===== src/rtl/row_sequencer_if.sv =====
// Datapath-side bundle of the row sequencer: input-SRAM read port, MAC slice
// stream, MAC row result and output-SRAM write port.
interface row_sequencer_if #(
  parameter int ADDR_W = 8
);
  logic              mem_rd_en;
  logic [ADDR_W-1:0] mem_addr;
  logic [191:0]      mem_rdata;
  logic              slice_valid;
  logic [47:0]       slice_data;
  logic              slice_last;
  logic              slice_ready;
  logic              res_valid;
  logic [23:0]       res_data;
  logic              wr_en;
  logic [ADDR_W-1:0] wr_addr;
  logic [23:0]       wr_data;

  modport master (
    output mem_rd_en, mem_addr, input mem_rdata,
    output slice_valid, slice_data, slice_last, input slice_ready,
    input  res_valid, res_data,
    output wr_en, wr_addr, wr_data
  );

  modport slave (
    input  mem_rd_en, mem_addr, output mem_rdata,
    input  slice_valid, slice_data, slice_last, output slice_ready,
    output res_valid, res_data,
    input  wr_en, wr_addr, wr_data
  );
endinterface


===== src/rtl/row_sequencer.sv =====
// Job sequencer for the MAC datapath: fetch a 192-bit row, stream it as four
// 48-bit slices (MSB first), collect the 24-bit result, write it back.
module row_sequencer #(
  parameter int ADDR_W = 8,
  parameter int RD_LAT = 1
) (
  input  logic              clock,
  input  logic              reset,
  input  logic              start,
  input  logic              abort,
  input  logic [ADDR_W-1:0] base_addr,
  input  logic [ADDR_W-1:0] num_rows,
  output logic              busy,
  output logic              done,
  output logic              err_unexp,
  row_sequencer_if.master   bus
);

  typedef enum logic [2:0] {
    S_IDLE, S_FETCH, S_WAIT, S_ISSUE, S_RESULT, S_WRITE, S_DONE
  } state_t;

  state_t            state_q, state_d;
  logic [ADDR_W-1:0] base_q, base_d;
  logic [ADDR_W-1:0] num_q, num_d;
  logic [ADDR_W-1:0] row_q, row_d;
  logic [ADDR_W-1:0] row_inc;
  logic [1:0]        k_q, k_d;
  logic [1:0]        lat_q, lat_d;
  logic [191:0]      rowbuf_q, rowbuf_d;
  logic [23:0]       res_q, res_d;
  logic              err_q, err_d;

  always_ff @(posedge clock or posedge reset) begin
    if (reset) begin
      state_q  <= S_IDLE;
      base_q   <= '0;
      num_q    <= '0;
      row_q    <= '0;
      k_q      <= '0;
      lat_q    <= '0;
      rowbuf_q <= '0;
      res_q    <= '0;
      err_q    <= 1'b0;
    end else begin
      state_q  <= state_d;
      base_q   <= base_d;
      num_q    <= num_d;
      row_q    <= row_d;
      k_q      <= k_d;
      lat_q    <= lat_d;
      rowbuf_q <= rowbuf_d;
      res_q    <= res_d;
      err_q    <= err_d;
    end
  end

  assign row_inc = row_q + ADDR_W'(1);

  always_comb begin
    state_d         = state_q;
    base_d          = base_q;
    num_d           = num_q;
    row_d           = row_q;
    k_d             = k_q;
    lat_d           = lat_q;
    rowbuf_d        = rowbuf_q;
    res_d           = res_q;
    // A result strobe anywhere but RESULT is a protocol error and is remembered.
    err_d           = err_q | (bus.res_valid && (state_q != S_RESULT));
    bus.mem_rd_en   = 1'b0;
    bus.mem_addr    = '0;
    bus.slice_valid = 1'b0;
    bus.slice_data  = '0;
    bus.slice_last  = 1'b0;
    bus.wr_en       = 1'b0;
    bus.wr_addr     = '0;
    bus.wr_data     = '0;
    done            = 1'b0;

    case (state_q)
      S_IDLE: begin
        if (start) begin
          base_d  = base_addr;
          num_d   = num_rows;
          row_d   = '0;
          err_d   = bus.res_valid;
          state_d = (num_rows != '0) ? S_FETCH : S_DONE;
        end
      end
      S_FETCH: begin
        bus.mem_rd_en = 1'b1;
        bus.mem_addr  = base_q + row_q;
        lat_d         = 2'd1;
        state_d       = S_WAIT;
      end
      S_WAIT: begin
        if (lat_q == 2'(RD_LAT)) begin
          rowbuf_d = bus.mem_rdata;
          k_d      = 2'd0;
          state_d  = S_ISSUE;
        end else begin
          lat_d = lat_q + 2'd1;
        end
      end
      S_ISSUE: begin
        bus.slice_valid = 1'b1;
        bus.slice_last  = (k_q == 2'd3);
        case (k_q)
          2'd0:    bus.slice_data = rowbuf_q[191:144];
          2'd1:    bus.slice_data = rowbuf_q[143:96];
          2'd2:    bus.slice_data = rowbuf_q[95:48];
          default: bus.slice_data = rowbuf_q[47:0];
        endcase
        if (bus.slice_ready) begin
          k_d = k_q + 2'd1;
          if (k_q == 2'd3) state_d = S_RESULT;
        end
      end
      S_RESULT: begin
        if (bus.res_valid) begin
          res_d   = bus.res_data;
          state_d = S_WRITE;
        end
      end
      S_WRITE: begin
        bus.wr_en   = 1'b1;
        bus.wr_addr = row_q;
        bus.wr_data = res_q;
        row_d       = row_inc;
        state_d     = (row_inc == num_q) ? S_DONE : S_FETCH;
      end
      S_DONE: begin
        done    = 1'b1;
        state_d = S_IDLE;
      end
      default: state_d = S_IDLE;
    endcase

    // Abort overrides every transition; any read still in flight is dropped.
    if (abort && (state_q != S_IDLE)) state_d = S_IDLE;
  end

  assign busy      = (state_q != S_IDLE) && (state_q != S_DONE);
  assign err_unexp = err_q;

endmodule


===== src/flat_wrapper.sv =====
// flat-port wrapper written by rule: the top's interface ports become plain ports
module row_sequencer_flat 
#(
  parameter int ADDR_W = 8,
  parameter int RD_LAT = 1
)
  (clock, reset, start, abort, base_addr, num_rows, busy, done, err_unexp, bus_mem_rd_en, bus_mem_addr, bus_mem_rdata, bus_slice_valid, bus_slice_data, bus_slice_last, bus_slice_ready, bus_res_valid, bus_res_data, bus_wr_en, bus_wr_addr, bus_wr_data);
  row_sequencer_if #(.ADDR_W(ADDR_W)) bus_i ();
  input  logic clock;
  input  logic reset;
  input  logic start;
  input  logic abort;
  input  logic [ADDR_W-1:0] base_addr;
  input  logic [ADDR_W-1:0] num_rows;
  output logic busy;
  output logic done;
  output logic err_unexp;
  output wire logic [$bits(bus_i.mem_rd_en)-1:0] bus_mem_rd_en;
  output wire logic [$bits(bus_i.mem_addr)-1:0] bus_mem_addr;
  input wire logic [$bits(bus_i.mem_rdata)-1:0] bus_mem_rdata;
  output wire logic [$bits(bus_i.slice_valid)-1:0] bus_slice_valid;
  output wire logic [$bits(bus_i.slice_data)-1:0] bus_slice_data;
  output wire logic [$bits(bus_i.slice_last)-1:0] bus_slice_last;
  input wire logic [$bits(bus_i.slice_ready)-1:0] bus_slice_ready;
  input wire logic [$bits(bus_i.res_valid)-1:0] bus_res_valid;
  input wire logic [$bits(bus_i.res_data)-1:0] bus_res_data;
  output wire logic [$bits(bus_i.wr_en)-1:0] bus_wr_en;
  output wire logic [$bits(bus_i.wr_addr)-1:0] bus_wr_addr;
  output wire logic [$bits(bus_i.wr_data)-1:0] bus_wr_data;
  assign bus_mem_rd_en = bus_i.mem_rd_en;
  assign bus_mem_addr = bus_i.mem_addr;
  assign bus_i.mem_rdata = bus_mem_rdata;
  assign bus_slice_valid = bus_i.slice_valid;
  assign bus_slice_data = bus_i.slice_data;
  assign bus_slice_last = bus_i.slice_last;
  assign bus_i.slice_ready = bus_slice_ready;
  assign bus_i.res_valid = bus_res_valid;
  assign bus_i.res_data = bus_res_data;
  assign bus_wr_en = bus_i.wr_en;
  assign bus_wr_addr = bus_i.wr_addr;
  assign bus_wr_data = bus_i.wr_data;
  row_sequencer #(.ADDR_W(ADDR_W), .RD_LAT(RD_LAT)) u_core (.clock(clock), .reset(reset), .start(start), .abort(abort), .base_addr(base_addr), .num_rows(num_rows), .busy(busy), .done(done), .err_unexp(err_unexp), .bus(bus_i));
endmodule

===== config.mk =====
export PLATFORM = sky130hd
export DESIGN_NAME = row_sequencer_flat
export DESIGN_NICKNAME = d
export VERILOG_FILES = /design/src/rtl/row_sequencer_if.sv /design/src/rtl/row_sequencer.sv /design/src/flat_wrapper.sv
export SDC_FILE = /design/constraint.sdc
export NUM_CORES = 1
export LEC_CHECK = 0
export CAP_MARGIN = 30
export CELL_PAD_IN_SITES_DETAIL_PLACEMENT = 1
export CELL_PAD_IN_SITES_GLOBAL_PLACEMENT = 2
export CORE_ASPECT_RATIO = 0.75
export CORE_MARGIN = 2
export CORE_UTILIZATION = 30
export CTS_CLUSTER_DIAMETER = 60
export DETAILED_ROUTE_END_ITERATION = 10
export PLACE_DENSITY_LB_ADDON = 0.1
export SYNTH_ARGS = -nofsm -noshare
export SYNTH_HDL_FRONTEND = slang
export SYNTH_SLANG_ARGS = --single-unit

===== constraint.sdc =====
create_clock -name clock -period 22.7 [get_ports clock]
set_input_delay 3.405 -clock clock [delete_from_list [all_inputs] [get_ports clock]]
set_output_delay 3.405 -clock clock [all_outputs]
set_load 0.02 [all_outputs]

==> results.md, run 1 <==
* Via count of the first global-routing pass at 10959
* Type of the setup path with the least slack: flop to output port
* Netlist Area Pre-Place at 0.0116 mm^2
* Count of different cell masters after synthesis at 46
* Largest vdd supply drop at 0.0000566 V
* Most common flop cell mapped by yosys: dfrtp_1
* Final wirelength at 41.3 mm
* Number of buffers inserted by hold repair at cts at 0
* Post_cts resized at 0
* Number of nets in the final layout at 1887
* Worst-case hold slack at 0.475 ns
* Share of final-layout standard cells stronger than drive strength 1 at 7.25%
* First-pass GRT wire length at 64.4 mm
* Number of enable flip-flop cells after synthesis at 0
* Count of max-cap constraint violations at 0
* Required time of the critical path at 19.30 ns
* Boundary Pins at 333
* Critical path endpoint category: output port
* Post-synthesis average cell area at 8.59 um^2
* Core Footprint at 0.0381 mm^2
* Commonest cells after routing, fill and taps aside: nand2_1, clkdlybuf4s50_1, dfrtp_1
* Sinks on Clock Net at 248
* Clock latency on the worst-skew pair at 0.56 ns
* Number of vias per cell after detailed routing at 4.79
* Overall via count from detail_route at 10415
* Endpoint of the worst-slack reg-to-reg timing path: u_core.rowbuf_q[153]
* R2R cell count at 9
* Height of the die at 174 um
* Dominant cell type by count on the critical path: a21oi_1
* CTS H-Tree Depth at 1
* Num rows at 62
* Cell types with the largest area share after synthesis: dfrtp_1, nand2_1, a222oi_1
* Layout-stage area growth over the synthesis result at 42.7%
* Clock period minus worst slack at 6.80 ns
* Initial antenna violation count at 9
* Routed wire per std cell at 19.0 um
* Crit path largest cell delay at 0.55 ns
* Detailed router's first-iteration violation count at 830
* Headroom to the max-slew limit at 42.0%
* Total leakage power at 7.75 nW
* Power per standard cell area at 124 mW/mm^2
* Final-layout setup total negative slack at 0 ns
* Number of nets produced by synthesis at 1597
* Filler cell count in the final layout at 4403
* Run status: finished clean
* Number of pins with negative max-slew slack in the final report at 0
* Largest net degree at the start of global routing at 193
* Crit Reg-Reg Startpoint: u_core.state_q[2]
* Share of the clock period used by the worst path after layout at 30.0%
* Leading cell type in the layout, fill and taps excluded: nand2_1
* Worst Max-Slew Pin Slew at 0.870 ns
* Clock Path Buffers at 3
* Clock transition at the registers of the reported paths at 0.06 ns
* Setup Fix Bufs, Post-CTS at 0
* CTS tree: yes
* Number of buffers added by the clock tree synthesis step at 30
* Worst Path Arrival at 3.40 ns
* Overall overflow remaining after global route at 0
* Crit path from: u_core.row_q[0]
* Clock tree root buffer cell: clkbuf_16
* Remaining number of nets flagged by the antenna check after routing at 0
* Max Freq at 147 MHz
* FFs w/ async S/R, synth at 100%
* Cell type with the highest aggregate area in the netlist: dfrtp_1
* Overall die width at 231 um
* Final number of setup-violating endpoints at 0
* Final Skew at 0.00842 ns
* Starting Density at 30.3%
* Number of endpoints with negative hold slack in the final report at 0
* Synth top area share at 53.7%
* Capturing instance or port of the critical path: bus_mem_addr[6]
* HPWL after detailed placement at 27.9 mm
* Worst min-delay path category: flop to flop
* Cell count after synthesis at 1345
* Final Power at 2.04 mW
* Unrepaired setup endpoints after global routing: false
* Residual DRC count at 0
* Warning count from the yosys run at 0
* R2r setup slk at 19.93 ns
* Final weighted congestion in routability-driven placement at 0.778
* Slowest cell on the critical path: clkdlybuf4s50_1
* Aggregate global-route resource usage at 20.4%
* Synthesis-stage register bit count at 248
* Largest fanout of any net on the critical path at 8
* Die outline area at 0.0401 mm^2
* Share of synthesized area occupied by flip-flops and latches at 53.7%
* Cells along the critical path: ha_1, fa_1, a21o_1, a21oi_1, o21bai_1, a21oi_1, xor2_1, nor2_1, clkdlybuf4s50_1
* Port Buffers at 332
* CP Launch Type: flop
* Number of detailed-routing iterations run before antenna repair at 9
[synthesized netlist by cell type, types with 3 or more instances]
master / n
nand2_1: 590
dfrtp_1: 248
nor2_1: 115
clkbuf_1: 82
a21oi_1: 58
a222oi_1: 48
mux2_2: 40
and3_1: 37
o21ai_0: 14
ha_1: 13
xnor2_1: 11
inv_1: 10
buf_2: 6
nand3_1: 6
nor2b_1: 6
xor2_1: 6
and2_1: 4
buf_1: 4
nor3b_1: 4
a21o_1: 3
nand2b_1: 3
o311ai_0: 3
or3_1: 3
[per-stage QoR]
step           worst slack [ns]  instance area [um^2]  utilization, %  cells
3_3_place_gp              16.38                 15300            40.2   2110
5_1_grt                   15.67                 16500            43.3   2171
2_1_floorplan             12.48                 11600               -   1345
4_1_cts                   15.86                 16400            43.0   2164
6_report                  15.90                 16500            43.3   2173
3_5_place_dp              16.36                 15400            40.4   2112
[routing by layer]
layer	global-route usage [%]	vias to the layer above	routed length (um)
met1	29.8	5096	20000
met5	0	-	55
li1	-	5012	-
met4	4.89	8	825
met2	31.1	239	18400
met3	4.02	60	2060
[logic make-up after synthesis]
kind of cell / share of synthesized area, %
simple gates: 26.9
flops: 53.7
compound gates: 9.10
buf+inv: 3.38
mux: 3.99
xor+xnor: 1.29
fa+ha+maj: 1.58
[registers in the layout, indices dropped and copies added (netlist names), 2 cells and up]
name             flops
u_core.k_q           2
u_core.state_q       3
u_core.rowbuf_q    192
u_core.num_q         8
u_core.lat_q         2
u_core.res_q        24
u_core.row_q         8
u_core.base_q        8
[final cells by class]
class / instances / area [um^2] / share of cell area [%]
Antenna cell: 6 / 15.0 / 0.0911
Clock buffer: 42 / 897 / 5.44
Clock inverter: 10 / 114 / 0.691
Inverter: 10 / 45.0 / 0.273
Multi-Input combinational cell: 995 / 4990 / 30.3
Sequential cell: 248 / 6210 / 37.7
Tap cell: 512 / 641 / 3.89
Timing Repair Buffer: 350 / 3570 / 21.7
[worst max-delay path: cells and delay by family, from the launching register on]
family,cells,cell delay [ns]
DFF,1,0.52
buffers and inverters,1,0.55
AOI/OAI and AO/OA,4,0.75
xor gates and xnor gates,1,0.23
adders and majority gates,2,0.72
and+or+nand+nor,1,0.06
[report_power, final]
| part | internal (mW) | switching (mW) | total, mW |
|---|---|---|---|
| sequential | 0.646 | 0.127 | 0.772 |
| clock | 0.296 | 0.195 | 0.491 |
| combinational | 0.325 | 0.455 | 0.780 |
[worst min-delay path by stage]
stage / startpoint / to / slack, ns / cells past startpoint
2_1_floorplan: u_core.rowbuf_q[100] / u_core.rowbuf_q[100] / 0.44 / 2
3_3_place_gp: u_core.rowbuf_q[98] / u_core.rowbuf_q[98] / 0.46 / 2
3_5_place_dp: u_core.rowbuf_q[137] / u_core.rowbuf_q[137] / 0.46 / 2
4_1_cts: u_core.rowbuf_q[137] / u_core.rowbuf_q[137] / 0.48 / 2
5_1_grt: u_core.rowbuf_q[56] / u_core.rowbuf_q[56] / 0.50 / 2
6_report: u_core.rowbuf_q[65] / u_core.rowbuf_q[65] / 0.47 / 2
(Power assumes the default switching activity.)
==> run 2, diff against run 1 <==
CORE_UTILIZATION = 28   (was 30)
clock period = 6.8 ns   (was 22.7 ns; I/O delays follow)
==> results.md, run 2 (synthesis results as in run 1) <==
* Run status: finished clean
* Number of pins with negative max-slew slack in the final report at 0
* Final Power at 6.89 mW
* CTS H-Tree Depth at 1
* Port Buffers at 332
* Sinks on Clock Net at 248
* Largest vdd supply drop at 0.000199 V
* Cells after DPL at 2130
* Number of nets in the final layout at 1888
* Largest net degree at the start of global routing at 126
* HPWL after detailed placement at 29.1 mm
* Clock latency on the worst-skew pair at 0.57 ns
* Boundary Pins at 333
* Share of final-layout standard cells stronger than drive strength 1 at 7.29%
* WHS Path Cells at 2
* Count of max-cap constraint violations at 0
* CTS tree: yes
* Post_cts resized at 0
* Die outline area at 0.0429 mm^2
* Overall via count from detail_route at 10489
* Post-layout util at 40.5%
* Number of buffers inserted by hold repair at cts at 0
* Clock Path Buffers at 3
* Remaining number of nets flagged by the antenna check after routing at 0
* Aggregate global-route resource usage at 19.6%
* Worst-case hold slack at 0.473 ns
* Unrepaired setup endpoints after global routing: false
* Power per standard cell area at 417 mW/mm^2
* Dpl ws at 3.01 ns
* Setup Fix Bufs, Post-CTS at 0
* Height of the die at 180 um
* Number of endpoints with negative hold slack in the final report at 0
* Residual DRC count at 0
* Slowest cell on the critical path: clkdlybuf4s50_1
* Overall overflow remaining after global route at 0
* Critical path endpoint category: output port
* Worst Path Arrival at 3.32 ns
* Cells along the critical path: inv_1, ha_2, buf_4, a222oi_1, nor2_1, a21oi_1, nor2_1, clkdlybuf4s50_1
* R2r setup slk at 4.03 ns
* Routed wire per std cell at 19.4 um
* Worst min-delay path category: flop to flop
* Share of the clock period used by the worst path after layout at 63.8%
* Clock period minus worst slack at 4.34 ns
* R2R cell count at 8
* Hold endpoint: u_core.rowbuf_q[38]
* Final Skew at 0.00863 ns
* Clock tree root buffer cell: clkbuf_16
* Critical hold path startpoint: u_core.rowbuf_q[38]
* Final wirelength at 42.4 mm
* Crit path largest cell delay at 0.65 ns
* Non-Filler Instances at 2191
* Headroom to the max-slew limit at 41.3%
* Type of the setup path with the least slack: flop to output port
* Worst Max-Slew Pin Slew at 0.881 ns
* Via count of the first global-routing pass at 11201
* Final number of setup-violating endpoints at 0
* Core Footprint at 0.0408 mm^2
* Initial antenna violation count at 4
* Total leakage power at 7.76 nW
* Number of buffers added by the clock tree synthesis step at 31
* Number of vias per cell after detailed routing at 4.79
* Dominant cell type by count on the critical path: nor2_1
* Kind of cell adding the most delay to the critical path: buffers and inverters
* Cell area after layout at 0.0165 mm^2
* Slack of the critical path at 2.46 ns
* Overall die width at 239 um
* Layout-stage area growth over the synthesis result at 42.9%
* Clock transition at the registers of the reported paths at 0.06 ns
* Largest fanout of any net on the critical path at 30
* Leading cell type in the layout, fill and taps excluded: nand2_1
* Commonest cells after routing, fill and taps aside: nand2_1, clkdlybuf4s50_1, dfrtp_1
* Max Freq at 230 MHz
* Final weighted congestion in routability-driven placement at 0.771
* Number of detailed-routing iterations run before antenna repair at 6
* Cell area after placement at 0.0154 mm^2
* Final-layout setup total negative slack at 0 ns
* First-pass GRT wire length at 66.3 mm
* Starting Density at 28.3%
* Endpoint of the worst-slack reg-to-reg timing path: u_core.state_q[2]
* Crit Reg-Reg Startpoint: u_core.k_q[0]
* Num rows at 64
* Max FFs per register at 192
* Register ranked first by flip-flop count: u_core.rowbuf_q
* Required time of the critical path at 5.78 ns
* Top flop regs: u_core.rowbuf_q x192, u_core.res_q x24
* Detailed router's first-iteration violation count at 836
* Bufs and invs on worst path at 3
* CP Launch Type: flop
run 2: cell type report:
type	instances	area (um^2)
inverters	10	41.3
well taps	528	661
diodes	3	7.51
clock buffers	46	912
flip-flops and latches	248	6210
fillers	4735	24300
multi-input cells	995	4990
clock inverters	11	145
repair buffers	350	3540
run 2: worst max path at each step:
stage                             start            endpoint  slack (ns)  cells after the start
after floorplan                   reset    u_core.base_q[0]        2.52                      1
after CTS                 u_core.k_q[1]   bus_slice_data[6]        2.40                      8
after detailed placement  u_core.k_q[1]   bus_slice_data[6]        3.01                      8
final                     u_core.k_q[0]  bus_slice_data[25]        2.46                      8
after global placement    u_core.k_q[1]  bus_slice_data[25]        3.08                      8
after global routing      u_core.k_q[1]   bus_slice_data[6]        2.24                      8
run 2: per-layer routing:
| layer | GRT usage (%) | routed length, um |
|---|---|---|
| met2 | 30.3 | 19400 |
| met1 | 28.5 | 20300 |
| met5 | 0 | 8 |
| met3 | 3.42 | 1780 |
| met4 | 4.88 | 856 |
run 2: power breakdown:
part | switching, mW | total, mW | internal, mW | leakage, nW
logic | 1.50 | 2.58 | 1.08 | 4.16
registers | 0.441 | 2.60 | 2.16 | 3.08
clock network | 0.673 | 1.71 | 1.04 | 0.517
run 2: worst min-delay path, stage by stage (launching register included):
cell and delay, ns:
dfrtp_1 0.34, nand2_1 0.05, nand2_1 0.05
